File: src/rtl/seg_scan_mux.sv
// Time-multiplexed seven-segment scanner: rotates through N hex digits one anode at a time,
// blanks the first BLANK_CYC clocks of each slot, and commits new values only at frame wrap.
module seg_scan_mux #(
    parameter int N_DIGITS   = 8,
    parameter int TICK_DIV   = 50000,
    parameter int BLANK_CYC  = 16,
    parameter int AN_ACT_LOW = 1
) (
    input  logic                    Clk,
    input  logic                    Rst_n,
    input  logic [4*N_DIGITS-1:0]   Value,
    input  logic [N_DIGITS-1:0]     DigitMask,
    input  logic                    Load,
    output logic                    LoadPending,
    output logic                    FrameDone,
    output logic [3:0]              Digit,
    output logic                    EnableSegs,
    output logic [N_DIGITS-1:0]     An
);

    localparam int CNT_W = $clog2(TICK_DIV);
    localparam int IDX_W = (N_DIGITS > 1) ? $clog2(N_DIGITS) : 1;
    localparam logic [CNT_W-1:0]    CNT_LAST  = CNT_W'(TICK_DIV - 1);
    localparam logic [CNT_W-1:0]    BLANK_END = CNT_W'(BLANK_CYC);
    localparam logic [IDX_W-1:0]    IDX_LAST  = IDX_W'(N_DIGITS - 1);
    localparam logic [N_DIGITS-1:0] AN_OFF    = {N_DIGITS{(AN_ACT_LOW != 0)}};

    logic [CNT_W-1:0]      cnt;
    logic [IDX_W-1:0]      idx;
    logic [4*N_DIGITS-1:0] act_val, pend_val;
    logic [N_DIGITS-1:0]   act_mask, pend_mask;

    logic                  cnt_last_p0, boundary_p0, show_p0, lit_p0;
    logic [3:0]            nib_p0;

    // One-hot anode pattern for the selected slot, folded into the board polarity.
    function automatic logic [N_DIGITS-1:0] an_drive(input logic [IDX_W-1:0] sel);
        logic [N_DIGITS-1:0] hot;
        for (int i = 0; i < N_DIGITS; i++) begin
            hot[i] = (sel == IDX_W'(i));
        end
        return hot ^ AN_OFF;
    endfunction

    // Stage p0: slot decode from the current counter state
    assign cnt_last_p0 = (cnt == CNT_LAST);
    assign boundary_p0 = cnt_last_p0 && (idx == IDX_LAST);
    assign show_p0     = (cnt >= BLANK_END);
    assign lit_p0      = show_p0 && act_mask[idx];
    assign nib_p0      = act_val[{idx, 2'b00} +: 4];

    // Stage p1: registered scan state, shadow commit and display outputs
    always_ff @(posedge Clk) begin
        if (!Rst_n) begin
            cnt         <= '0;
            idx         <= '0;
            act_val     <= '0;
            act_mask    <= '0;
            pend_val    <= '0;
            pend_mask   <= '0;
            LoadPending <= 1'b0;
            FrameDone   <= 1'b0;
            Digit       <= '0;
            EnableSegs  <= 1'b0;
            An          <= AN_OFF;
        end else begin
            cnt       <= cnt_last_p0 ? '0 : cnt + CNT_W'(1);
            if (cnt_last_p0) begin
                idx <= (idx == IDX_LAST) ? '0 : idx + IDX_W'(1);
            end
            FrameDone <= boundary_p0;

            // A load landing on the boundary itself bypasses the shadow regs.
            if (boundary_p0) begin
                if (Load) begin
                    act_val  <= Value;
                    act_mask <= DigitMask;
                end else if (LoadPending) begin
                    act_val  <= pend_val;
                    act_mask <= pend_mask;
                end
                LoadPending <= 1'b0;
            end else if (Load) begin
                pend_val    <= Value;
                pend_mask   <= DigitMask;
                LoadPending <= 1'b1;
            end

            EnableSegs <= lit_p0;
            An         <= lit_p0 ? an_drive(idx) : AN_OFF;
            if (show_p0) begin
                Digit <= nib_p0;
            end
        end
    end

endmodule

File: config.mk
export PLATFORM = sky130hd
export DESIGN_NAME = seg_scan_mux
export DESIGN_NICKNAME = d
export VERILOG_FILES = /design/src/rtl/seg_scan_mux.sv
export SDC_FILE = /design/constraint.sdc
export NUM_CORES = 1
export LEC_CHECK = 0
export ABC_CLOCK_PERIOD_IN_PS = 4300
export CAP_MARGIN = 5
export CORE_MARGIN = 2
export CORE_UTILIZATION = 47
export DETAILED_ROUTE_END_ITERATION = 6
export HOLD_SLACK_MARGIN = 0.02
export PLACE_DENSITY = 0.68
export SYNTH_ARGS = -nofsm -noshare
export SYNTH_HDL_FRONTEND = slang
export SYNTH_SLANG_ARGS = --single-unit
File: constraint.sdc
create_clock -name Clk -period 4.3 [get_ports Clk]
set_clock_uncertainty 0.1 [all_clocks]
set_input_delay 0.86 -clock Clk [delete_from_list [all_inputs] [get_ports Clk]]
set_output_delay 0.86 -clock Clk [all_outputs]
set_load 0.01 [all_outputs]
==> results.md <==
* RR Startpoint: idx[0]
* Kind of critical path: reg2reg
* HP Class: reg2reg
* CP Cell Sequence: ha_1, ha_1, and4_4, and2_1, buf_4, o21ai_0
* Max-Slew Margin vs Limit at 0.407
* CORE AREA at 12500 µm²
* Vias/cell at 5.85
* Hold buffer count at CTS at 0
* Distinct cell type count after synthesis at 44
* First-pass GRT wire length at 23.3 mm
* Design Power at 2660 µW
* Power share of the clock group at 0.496
* Vias in the first global route at 4799
* Post-layout util at 0.565
* Critical path's top delay family: flip-flops
* Critical Path AT at 3.17 ns
* Setup TNS at 0 ns
* Final Cycle Share at 0.697
* DR pass1 iterations at 5
* PortBufs at 57
* Clk sinks at 114
* Routed WL at 14.0 mm
* # H-tree levels at 4
* Area Growth Syn to Fin at 18.7%
* Synth top area cells: dfxtp_1 (38%), nand4_1 (9.1%), o32a_1 (6.6%)
* CTS tree: built
* Critical path startpoint: idx[0]
* Post-route cell area at 7040 µm²
* Final hold vios at 0
* Post-Syn Area per Cell at 8.47 µm²
* Fin nets at 762
* DR DRC count at 0
* Register area share after synthesis at 0.385
* Critical Path RT at 4.47 ns
* Pint at 2070 µW
* Gr usage total at 0.217
* Post-place setup slack at 1.22 ns
* Power per cell area at 378 nW/µm²
* Post-synth top area share at 0.385
* Global route hottest layer: met2
* Finish-stage setup viols at 0
* Clock latency on the worst-skew pair at 0.41 ns
* Via total after detailed routing at 5215
* Post-route minimum period at 3.00 ns
* Fmax at 334 MHz
* Initial antenna violation count at 0
* Die Y at 116 µm
* Die W at 116 µm
* Startpoint types: flip-flop
* I/O pins at 58
* Status: finished, final reports clean
* Yosys Warn Count at 0
* Met1 usage at 0.292
* Cell taking the most area after synthesis: dfxtp_1
* Max-slew violations at 0
* Site Rows at 41
* Gpl congestion at 0.812
* Unrepaired setup endpoints after global routing: false
* Routed length per instance at 15.7 µm
* NetSw at 591 µW
* Post-CTS sizing at 0
* Min-delay src: act_mask[6]
* Switching Share at 0.222
* Max-Cap Viols at 0
* CTS clk-pin slew, worst paths at 0.05 ns
* M2 GR Usage at 0.342
* Most used cell, CP: ha_1
* Commonest non-fill, non-tap cell in the layout: dfxtp_1
* Antenna-violating nets left at 0
* Top FF cell, synth: dfxtp_1
* Cell Area, Synth at 5930 µm²
* CTS Buffer Depth at 2
* CP Capture Type: flip-flop
* Buf+Inv Stages, Crit Path at 1
* Die area at 13500 µm²
* Drt initial violations at 375
* Crit-path max cell delay at 0.90 ns
* Met3 Usage GRT at 0.0415
* CP max FO at 56
* Gr ovfl total at 0
* Share of cells above drive strength 1 at 0.108
* Cts bufs inserted at 17
* Syn Nets at 752
* Diodes inserted at 0
* Gate Count Post-Synth at 701
* HPWL after DPL at 8.76 mm
* # Post-CTS Setup Buffers at 0
* Starting Density at 0.476
* Root Buffer: clkbuf_16
* P_leak at 0.00236 µW
* Final worst setup slack at 1.30 ns
* Reg power frac at 0.422
* Placed Area at 6480 µm²
* Fraction of registers with async set/reset at 0
* FF+latch count, synth at 114
* Commonest non-fill, non-tap cells in the layout: dfxtp_1 (114), nand4_1 (86), nand2_1 (65)
* Maximum vdd drop at 294 µV
* Slowest-stage cell, CP: dfxtp_1
* Post-synth EDFFs at 0
* Pin count of the biggest net entering global routing at 85
* Worst-Margin Slew at 0.888 ns
* Combinational cell fraction of total power at 0.083
synthesized netlist by cell type, drive strengths merged, types with 2 or more instances:
cell    instances
a21oi           3
and2            4
and3            2
buf            30
clkbuf         43
dfxtp         114
ha              8
inv            49
mux2           20
mux2i           4
mux4           10
nand2          65
nand3          57
nand4          86
nor2           22
nor3            3
nor4            8
o211ai         39
o21ai          67
o32a           39
or4             3
xnor2          12
xor2            2
worst paths after layout:
check | to | slack [ns] | cells past startpoint
max | act_val[18] | 1.30 | 6
min | act_mask[6] | 0.35 | 2
max reg2reg | act_val[18] | 1.30 | 6
min reg2reg | act_mask[6] | 0.35 | 2
per-stage QoR:
stage	hold slack, ns	instances
2_1_floorplan	0.325	701
3_3_place_gp	0.338	864
3_5_place_dp	0.349	864
4_1_cts	0.355	892
5_1_grt	0.376	892
6_report	0.350	892
layout make-up:
type                       instances  area [µm²]
tap                              172         215
multi-input combinational        464        3170
timing repair buffer              64         631
clock buffer                      23         508
sequential                       114        2280
fill                            1106        5420
clock inverter                     5        52.6
inverter                          50         188
worst min-delay path, delay by kind of cell (launching register included):
| family | cells | cell delay [ns] |
|---|---|---|
| AOI/OAI and AO/OA | 1 | 0.05 |
| and+or+nand+nor | 1 | 0.05 |
| DFF | 1 | 0.30 |
metal layers:
| metal | share of wire | wire length [µm] |
|---|---|---|
| met2 | 0.47 | 6620 |
| met4 | 0.020 | 286 |
| met5 | 0 | 0 |
| met3 | 0.038 | 535 |
| met1 | 0.47 | 6520 |
registers in the layout (all words and copies together), names as in the netlist:
register,cells
Digit,4
An,8
EnableSegs,1
FrameDone,1
LoadPending,1
cnt,16
act_val,32
idx,3
act_mask,8
pend_mask,8
pend_val,32
cell families (layout without fill, tap and decap cells):
family,Yosys count,after routing,share of synthesized area
multiplexers,34,34,0.0826
AO/OA/AOI/OAI,152,152,0.184
XOR/XNOR,14,14,0.0207
buffers and inverters,123,142,0.0843
flip-flops,114,114,0.385
AND/OR/NAND/NOR,256,256,0.227
adder cells (fa/ha/maj),8,8,0.0169
power by group through the flow:
| stage | sequential [µW] | combinational, µW | clock [µW] |
|---|---|---|---|
| global route | 1130 | 243 | 1390 |
| finish | 1120 | 220 | 1320 |
| global placement | 1140 | 213 | 0 |
| floorplan | 1140 | 147 | 0 |
| detailed placement | 1140 | 218 | 0 |
| CTS | 1120 | 220 | 1340 |
(Power assumes the default switching activity.)
